<file path="config.mk">
export PLATFORM = sky130hd
export DESIGN_NAME = conv_window_mac_flat
export DESIGN_NICKNAME = d
export VERILOG_FILES = /design/src/rtl/conv_window_mac_if.sv /design/src/rtl/conv_window_mac.sv /design/src/flat_wrapper.sv
export SDC_FILE = /design/constraint.sdc
export NUM_CORES = 1
export LEC_CHECK = 0
export BUFFER_PORTS_ARGS = -buffer_cell sky130_fd_sc_hd__buf_2
export CORE_MARGIN = 10
export CORE_UTILIZATION = 40
export CTS_CLUSTER_SIZE = 14
export DETAILED_ROUTE_END_ITERATION = 8
export HOLD_SLACK_MARGIN = 0.08
export PLACE_DENSITY = 0.54
export SLEW_MARGIN = 10
export SYNTH_ARGS = -nofsm -noshare
export SYNTH_HDL_FRONTEND = slang
export SYNTH_SLANG_ARGS = --single-unit
</file>
<file path="constraint.sdc">
create_clock -name clk -period 5.9 [get_ports clk]
set_input_delay 1.475 -clock clk [delete_from_list [all_inputs] [get_ports clk]]
set_output_delay 1.475 -clock clk [all_outputs]
set_load 0.01 [all_outputs]
</file>
<file path="src/rtl/conv_window_mac_if.sv">
// Bus bundle for conv_window_mac: column stream, flush, coefficient port and result outputs.
// The master modport is the stimulus side, the slave modport is the accumulator.
interface conv_window_mac_if #(
    parameter int DSIZE = 10,
    parameter int LSIZE = 3,
    parameter int CSIZE = 4,
    parameter int OSIZE = 18
);
    logic                     in_valid;
    logic [DSIZE*LSIZE-1:0]   in_col;
    logic                     flush;
    logic                     coef_we;
    logic [7:0]               coef_addr;
    logic [CSIZE-1:0]         coef_data;
    logic                     win_full;
    logic                     out_valid;
    logic [OSIZE-1:0]         out_data;
    logic                     out_sat;
    logic [15:0]              out_count;

    modport master (
        output in_valid, in_col, flush, coef_we, coef_addr, coef_data,
        input  win_full, out_valid, out_data, out_sat, out_count
    );

    modport slave (
        input  in_valid, in_col, flush, coef_we, coef_addr, coef_data,
        output win_full, out_valid, out_data, out_sat, out_count
    );
endinterface

</file>
<file path="src/rtl/conv_window_mac.sv">
// LSIZE x LSIZE sliding-window multiply-accumulate with a 2-stage product/sum pipeline and saturation.
// Optional macro CONV_WINDOW_ROUND_SHIFT_EN adds parameter OSHIFT: round-half-up right shift before saturation.
module conv_window_mac #(
    parameter int DSIZE = 10,
    parameter int LSIZE = 3,
    parameter int CSIZE = 4,
    parameter int OSIZE = 18
`ifdef CONV_WINDOW_ROUND_SHIFT_EN
    ,
    parameter int OSHIFT = 2
`endif
) (
    input logic             clk,
    input logic             rst,
    conv_window_mac_if.slave bus
);
    localparam int NTAP  = LSIZE * LSIZE;
    localparam int PSIZE = DSIZE + CSIZE;
    localparam int ASIZE = PSIZE + $clog2(NTAP);
    localparam int WSIZE = (((ASIZE + 1) > OSIZE) ? (ASIZE + 1) : OSIZE) + 1;
    localparam int FW    = $clog2(LSIZE + 1);
    localparam logic [WSIZE-1:0] OMAX = WSIZE'((65'd1 << OSIZE) - 65'd1);
`ifdef CONV_WINDOW_ROUND_SHIFT_EN
    localparam logic [WSIZE-1:0] RND =
        (OSHIFT > 0) ? (WSIZE'(1) << ((OSHIFT > 0) ? (OSHIFT - 1) : 0)) : '0;
`endif

    logic [DSIZE-1:0] m_q    [NTAP];
    logic [CSIZE-1:0] coef_q [NTAP];
    logic [PSIZE-1:0] p_q    [NTAP];
    logic [FW-1:0]    fill_q;
    logic [FW-1:0]    fill_d;
    logic             win_full_q;
    logic             acc_q;
    logic             s1_valid_q;
    logic             out_valid_q;
    logic [OSIZE-1:0] out_data_q;
    logic             out_sat_q;
    logic [15:0]      out_count_q;

    logic [ASIZE-1:0] sum_d;
    logic [WSIZE-1:0] scaled_d;
    logic [OSIZE-1:0] out_data_d;
    logic             out_sat_d;

    assign bus.win_full  = win_full_q;
    assign bus.out_valid = out_valid_q;
    assign bus.out_data  = out_data_q;
    assign bus.out_sat   = out_sat_q;
    assign bus.out_count = out_count_q;

    // Fill counter advances on each accepted column and sticks at LSIZE.
    always_comb begin
        fill_d = fill_q;
        if (bus.in_valid && (fill_q != FW'(LSIZE))) begin
            fill_d = fill_q + FW'(1);
        end else begin
            fill_d = fill_q;
        end
    end

    // Stage-2 combinational sum, optional rounding shift and clamp to the output width.
    always_comb begin
        sum_d = '0;
        for (int k = 0; k < NTAP; k++) begin
            sum_d = sum_d + ASIZE'(p_q[k]);
        end
`ifdef CONV_WINDOW_ROUND_SHIFT_EN
        scaled_d = (WSIZE'(sum_d) + RND) >> OSHIFT;
`else
        scaled_d = WSIZE'(sum_d);
`endif
        if (scaled_d > OMAX) begin
            out_data_d = OSIZE'(OMAX);
            out_sat_d  = 1'b1;
        end else begin
            out_data_d = OSIZE'(scaled_d);
            out_sat_d  = 1'b0;
        end
    end

    // Window, coefficients, product stage, result stage and counters.
    always_ff @(posedge clk) begin
        if (rst) begin
            for (int k = 0; k < NTAP; k++) begin
                m_q[k]    <= '0;
                p_q[k]    <= '0;
                coef_q[k] <= CSIZE'(LSIZE + 1 - (k / LSIZE));
            end
            fill_q      <= '0;
            win_full_q  <= 1'b0;
            acc_q       <= 1'b0;
            s1_valid_q  <= 1'b0;
            out_valid_q <= 1'b0;
            out_data_q  <= '0;
            out_sat_q   <= 1'b0;
            out_count_q <= 16'd0;
        end else begin
            // Products sample the coefficient value held before this edge's write.
            for (int k = 0; k < NTAP; k++) begin
                p_q[k] <= PSIZE'(m_q[k]) * PSIZE'(coef_q[k]);
                if (bus.coef_we && (bus.coef_addr == 8'(k))) begin
                    coef_q[k] <= bus.coef_data;
                end
            end
            if (bus.flush) begin
                for (int k = 0; k < NTAP; k++) begin
                    m_q[k] <= '0;
                end
                fill_q      <= '0;
                win_full_q  <= 1'b0;
                acc_q       <= 1'b0;
                s1_valid_q  <= 1'b0;
                out_valid_q <= 1'b0;
            end else begin
                if (bus.in_valid) begin
                    for (int i = 0; i < LSIZE; i++) begin
                        m_q[i] <= bus.in_col[DSIZE*i +: DSIZE];
                    end
                    for (int k = LSIZE; k < NTAP; k++) begin
                        m_q[k] <= m_q[k-LSIZE];
                    end
                end
                fill_q      <= fill_d;
                win_full_q  <= (fill_d == FW'(LSIZE));
                acc_q       <= bus.in_valid && (fill_d == FW'(LSIZE));
                s1_valid_q  <= acc_q;
                out_valid_q <= s1_valid_q;
                if (s1_valid_q) begin
                    out_data_q  <= out_data_d;
                    out_sat_q   <= out_sat_d;
                    out_count_q <= out_count_q + 16'd1;
                end
            end
        end
    end
endmodule
</file>
<file path="src/flat_wrapper.sv">
// flat-port wrapper written by rule: the top's interface ports become plain ports
module conv_window_mac_flat 
#(
    parameter int DSIZE = 10,
    parameter int LSIZE = 3,
    parameter int CSIZE = 4,
    parameter int OSIZE = 18

)
  (clk, rst, bus_in_valid, bus_in_col, bus_flush, bus_coef_we, bus_coef_addr, bus_coef_data, bus_win_full, bus_out_valid, bus_out_data, bus_out_sat, bus_out_count);
  conv_window_mac_if #(.DSIZE(DSIZE), .LSIZE(LSIZE), .CSIZE(CSIZE), .OSIZE(OSIZE)) bus_i ();
  input logic clk;
  input logic rst;
  input wire logic [$bits(bus_i.in_valid)-1:0] bus_in_valid;
  input wire logic [$bits(bus_i.in_col)-1:0] bus_in_col;
  input wire logic [$bits(bus_i.flush)-1:0] bus_flush;
  input wire logic [$bits(bus_i.coef_we)-1:0] bus_coef_we;
  input wire logic [$bits(bus_i.coef_addr)-1:0] bus_coef_addr;
  input wire logic [$bits(bus_i.coef_data)-1:0] bus_coef_data;
  output wire logic [$bits(bus_i.win_full)-1:0] bus_win_full;
  output wire logic [$bits(bus_i.out_valid)-1:0] bus_out_valid;
  output wire logic [$bits(bus_i.out_data)-1:0] bus_out_data;
  output wire logic [$bits(bus_i.out_sat)-1:0] bus_out_sat;
  output wire logic [$bits(bus_i.out_count)-1:0] bus_out_count;
  assign bus_i.in_valid = bus_in_valid;
  assign bus_i.in_col = bus_in_col;
  assign bus_i.flush = bus_flush;
  assign bus_i.coef_we = bus_coef_we;
  assign bus_i.coef_addr = bus_coef_addr;
  assign bus_i.coef_data = bus_coef_data;
  assign bus_win_full = bus_i.win_full;
  assign bus_out_valid = bus_i.out_valid;
  assign bus_out_data = bus_i.out_data;
  assign bus_out_sat = bus_i.out_sat;
  assign bus_out_count = bus_i.out_count;
  conv_window_mac #(.DSIZE(DSIZE), .LSIZE(LSIZE), .CSIZE(CSIZE), .OSIZE(OSIZE)) u_core (.clk(clk), .rst(rst), .bus(bus_i));
endmodule
</file>
# Yosys cells after proc, flatten, opt, wreduce, memory -nomap -nowiden
# Memory sizes are Yosys's and may differ from the RTL's.
# Index checks and enable logic that the tools add are counted.
# classes
div_mod_pow	0
shifts	0
reduce_logical	14
n_bitwise	37
n_mux	74
n_eq_ne	10
magnitude_cmp	0
multipliers	9
add_sub_neg	10
# ops
op	n
$mux 10	18
$add 18x14->18	7
$mul 10x4->14	9
$mux 14	9
$mux 1	37
$mux 4	9
$or 1x1->1	36
$eq 8x3->1 const B	4
$add 16x1->16 const B	1
$eq 8x2->1 const B	2
$add 14x14->15	1
$logic_and 1x1->1	11
$eq 8x1->1 const B	1
$eq 8x4->1 const B	1
$logic_not 8->1	1
$add 2x1->2 const B	1
$eq 2x2->1 const B	1
$mux 2	1
$ne 2x2->1 const B	1
$reduce_and 2->1	1
$reduce_or 2->1	1
$not 1->1	1
# totals
n_memories	3
out_inout_bits	37
register_bits	40
latchBits	0
elab_cells	164
romBits	0
inputBits	47
ramBits	252
# memory_table
name	words	word_bits	rd	rd_ports_with_merged_regs	write_ports	line_no	rtl
u_core.p_q	9	14	9	0	9	conv_window_mac.sv:30	logic [PSIZE-1:0] p_q [NTAP];
u_core.m_q	9	10	9	0	9	conv_window_mac.sv:28	logic [DSIZE-1:0] m_q [NTAP];
u_core.coef_q	9	4	9	0	9	conv_window_mac.sv:29	logic [CSIZE-1:0] coef_q [NTAP];

# Longest topological paths before layout
# An unclocked memory read counts as a cell.
# depth
ltp_word	9
mapped_depth	23
mapped_depth_nobuf	22

# Worst setup path before layout
# Ideal clock, no wire load.
# synth_timing
path_kind	register -> register
from	mem u_core.p_q[0][0] (netlist bit)
to	reg u_core.out_data_q[15], in the netlist u_core.bus.out_data[15]
arrival_ns	5.156
path_stages_with_launch	23
period_less_slack_ns	5.214
path_buffers	0
setup_ns	0.058
t_required_ns	5.842
slack_ns	0.686
path_cell_list	dfxtp_1 > ha_1 > inv_1 > fa_1 > nor2b_1 > o21a_1 > o21ai_0 > a21oi_1 > o22ai_1 > xnor2_1 > fa_1 > inv_1 > fa_1 > fa_1 > inv_1 > fa_1 > ha_1 > a2111oi_0 > o21ai_1 > a22oi_1 > o21ai_1 > nor4b_1 > a211o_1
# synth_rtl
element	line_no	rtl
from (decl)	conv_window_mac.sv:30	
to (signal assigned)	conv_window_mac.sv:130	out_data_q <= out_data_d;
to (decl)	conv_window_mac.sv:37	logic [OSIZE-1:0] out_data_q;

==> flow_metrics.py <==
metrics = {
    "critical_path": {
        "crit_required_ns": 6.33,
        "cp_top_family": "adder cells",
        "critPathKind": "register to register",
        "critPathArrivalTime_ns": 6.01,
        "cpPeakStageDelay_ns": 0.49,
        "critPathMaxFanout": 7,
        "worst-path-buf-inv": 3,
        "critPathLaunchType": "register",
        "crit_slowest_cell": "fa_1",
        "cp-end-kind": "register",
        "crit_top_cell": "fa_1",
        "crit_chain": "ha_1 -> inv_1 -> fa_1 -> nor2b_1 -> o21a_1 -> o21ai_0 -> a21oi_2 -> o22ai_1 -> xnor2_1 -> fa_1 -> inv_1 -> fa_1 -> fa_1 -> inv_1 -> fa_1 -> ha_1 -> a21o_1 -> a211o_1 -> a311oi_1 -> a31oi_1 -> xor2_1 -> a22o_1",
    },
    "global_routing": {
        "antenna_found_initial": 0,
        "grt_pass1_vias": 16800,
        "grt_pass1_wl_um": 91200,
        "grt_usage_pct": 17.1,
        "grt_max_degree": 137,
        "gr-total-overflow": 0,
    },
    "sta": {
        "slew_viol_final": 0,
        "finalHoldViolCount": 0,
        "tightest_slew_ns": 1.11,
        "setup-violations-final": 0,
        "layout_setup_ws_ns": 0.316,
        "slew-limit-headroom_pct": 25.8,
        "hold_ws_ns": 0.448,
        "period_minus_slack_ns": 5.58,
        "fin_setup_tns_ns": 0,
        "max_freq_mhz": 179,
        "fin_crit_sh_pct": 94.6,
        "worst_clock_skew_ns": 0.0233,
    },
    "die": {
        "die_h_um": 258,
        "row_count": 87,
        "initial_utilization_pct": 40.3,
        "ios": 84,
        "die_area_um2": 66700,
        "dieWidth_um": 258,
        "core_region_area_um2": 56300,
    },
    "yosys": {
        "yosysSeqAreaShare_pct": 31.3,
        "synth_area_leaders": "fa_1 (20%), edfxtp_1 (17%), dfxtp_1 (15%), ha_1 (11%), and2_1 (6.4%)",
        "mappedNetlistArea_um2": 22700,
        "synth_fp_nets": 2816,
        "synthArstFlopShare_pct": 0,
        "synth_largest_area_cell": "fa_1",
        "ys_types": 63,
        "yosysTopAreaCellShare_pct": 20.1,
        "synthCells": 2344,
        "synth_edf_count": 126,
        "ys_ff_latch": 292,
        "synth_ff_type": "dfxtp_1",
        "synth.avg_cell_area_um2": 9.68,
        "yosys_warnings": 0,
    },
    "detailed_routing": {
        "vias_per_cell": 5.02,
        "post-route-drc-count": 0,
        "antenna_left": 0,
        "drt_iter0_drc": 837,
        "vias": 16000,
        "drt-total-wl_um": 55600,
        "firstDrtPassIters": 5,
        "wl_per_cell_um": 17.5,
    },
    "cts": {
        "cts.sinks": 292,
        "cts_root_buf": "clkbuf_16",
        "cts-resized-gates": 0,
        "clk_pin_slew_ns": 0.06,
        "cts_tree": "built",
        "cts_buffers": 37,
        "clk_latency_ns": 0.55,
        "cts_buffer_depth": 3,
        "post_cts_buffers": 0,
        "hold_buffers": 0,
        "htree_levels": 2,
    },
    "final_layout": {
        "nFillCells": 5455,
        "nets": 2875,
        "drive_gt1_share_pct": 7.29,
        "syn_to_final_growth_pct": 10.8,
        "num_antenna_cells": 0,
    },
    "min_path": {
        "hold_class": "register to register",
    },
    "power_and_ir_drop": {
        "p_leak_nw": 11.9,
        "p_per_area_nw_per_um2": 261,
        "p_total_mw": 6.56,
        "ir_worst_vdd_mv": 0.246,
    },
    "placed_design": {
        "gp_congestion": 0.847,
        "dp_slack_ns": 0.173,
        "io_buffers": 82,
        "dp_hpwl_um": 43500,
    },
    "run": {
        "cap_violations": 0,
    },
    "run_status": {
        "status": "completed",
    },
}
[flip-flops by register name, indices dropped and copies added (netlist names)]
signal and flops:
u_core.acc_q 1, u_core.bus.out_count 16, u_core.bus.out_data 18, u_core.bus.out_valid 1, u_core.bus.win_full 1, u_core.coef_q 36
u_core.fill_q 2, u_core.m_q 90, u_core.p_q 126, u_core.s1_valid_q 1
[tightest hold or removal path, delay by kind of cell (launching register included)]
family,cells,cell delay [ns]
flip-flops,1,0.30
AND/OR/NAND/NOR,1,0.05
AO/OA/AOI/OAI,1,0.05
[cell usage in the layout, fill, tap and decap left out, types with 43 or more instances in the layout]
master,count
fa_1,228
nand2_1,287
edfxtp_1,126
buf_2,81
xor2_1,52
ha_1,197
a21oi_1,71
and2_1,233
xnor2_1,49
nor2b_1,43
nor2_1,172
dfxtp_1,166
inv_1,304
[routing by layer]
layer | track usage [%] | vias up | wire (um)
met2 | 29.5 | 236 | 27100
li1 | - | 7731 | -
met3 | 2.47 | 74 | 1810
met4 | 4.26 | 0 | 1310
met1 | 22.4 | 7923 | 25300
met5 | 0 | - | 0
[through the flow]
step | area, um^2 | instances | util (%)
after global placement | 23900 | 3120 | 42.4
after CTS | 25100 | 3183 | 44.6
final | 25100 | 3183 | 44.7
after floorplan | 22700 | 2344 | -
after global routing | 25100 | 3183 | 44.7
after detailed placement | 23900 | 3120 | 42.4
[power by group]
group	total, mW	leakage (nW)	switching, mW	internal, mW
Combinational	1.87	8.57	1.09	0.780
Clock	2.36	0.618	0.917	1.44
Sequential	2.34	2.74	0.124	2.22
[path summary, 6_finish.rpt]
| check | startpoint | end | slack [ns] | cells past startpoint |
|---|---|---|---|---|
| max | u_core.p_q[0][0] | u_core.bus.out_data[14] | 0.32 | 22 |
| max reg2reg | u_core.p_q[0][0] | u_core.bus.out_data[14] | 0.32 | 22 |
| min | u_core.bus.out_data[7] | u_core.bus.out_data[7] | 0.45 | 2 |
| min reg2reg | u_core.bus.out_data[7] | u_core.bus.out_data[7] | 0.45 | 2 |
[logic make-up (layout without fill, tap and decap cells)]
family          Yosys count  after routing  share of synthesized area [%]
other cells               1              1                         0.0165
flops                   292            292                           31.3
mux                       5              5                          0.248
fa+ha+maj               425            425                           31.0
buf+inv                 370            453                           6.18
xor+xnor                102            102                           3.94
simple gates            888            888                           19.5
compound gates          261            261                           7.82
[layout make-up]
class | instances | area (um^2) | area share, %
inverter | 304 | 1140 | 4.54
clock buffer | 46 | 1050 | 4.18
multi-input combinational | 1682 | 14200 | 56.6
sequential | 292 | 7110 | 28.3
tap | 756 | 946 | 3.76
clock inverter | 17 | 205 | 0.816
timing repair buffer | 86 | 459 | 1.83
[synthesized netlist by cell type, types with 15 or more instances]
master	instances
nor2b_1	43
nand2_1	287
a21oi_1	72
nand3_1	31
nand2b_1	15
xnor2_1	50
inv_1	304
edfxtp_1	126
ha_1	197
dfxtp_1	166
clkbuf_1	54
and2_1	233
fa_1	228
nor2_1	172
a211oi_1	19
o21a_1	16
a21o_1	27
xor2_1	52
nor3_1	35
o21ai_0	36
(Power assumes the default switching activity.)
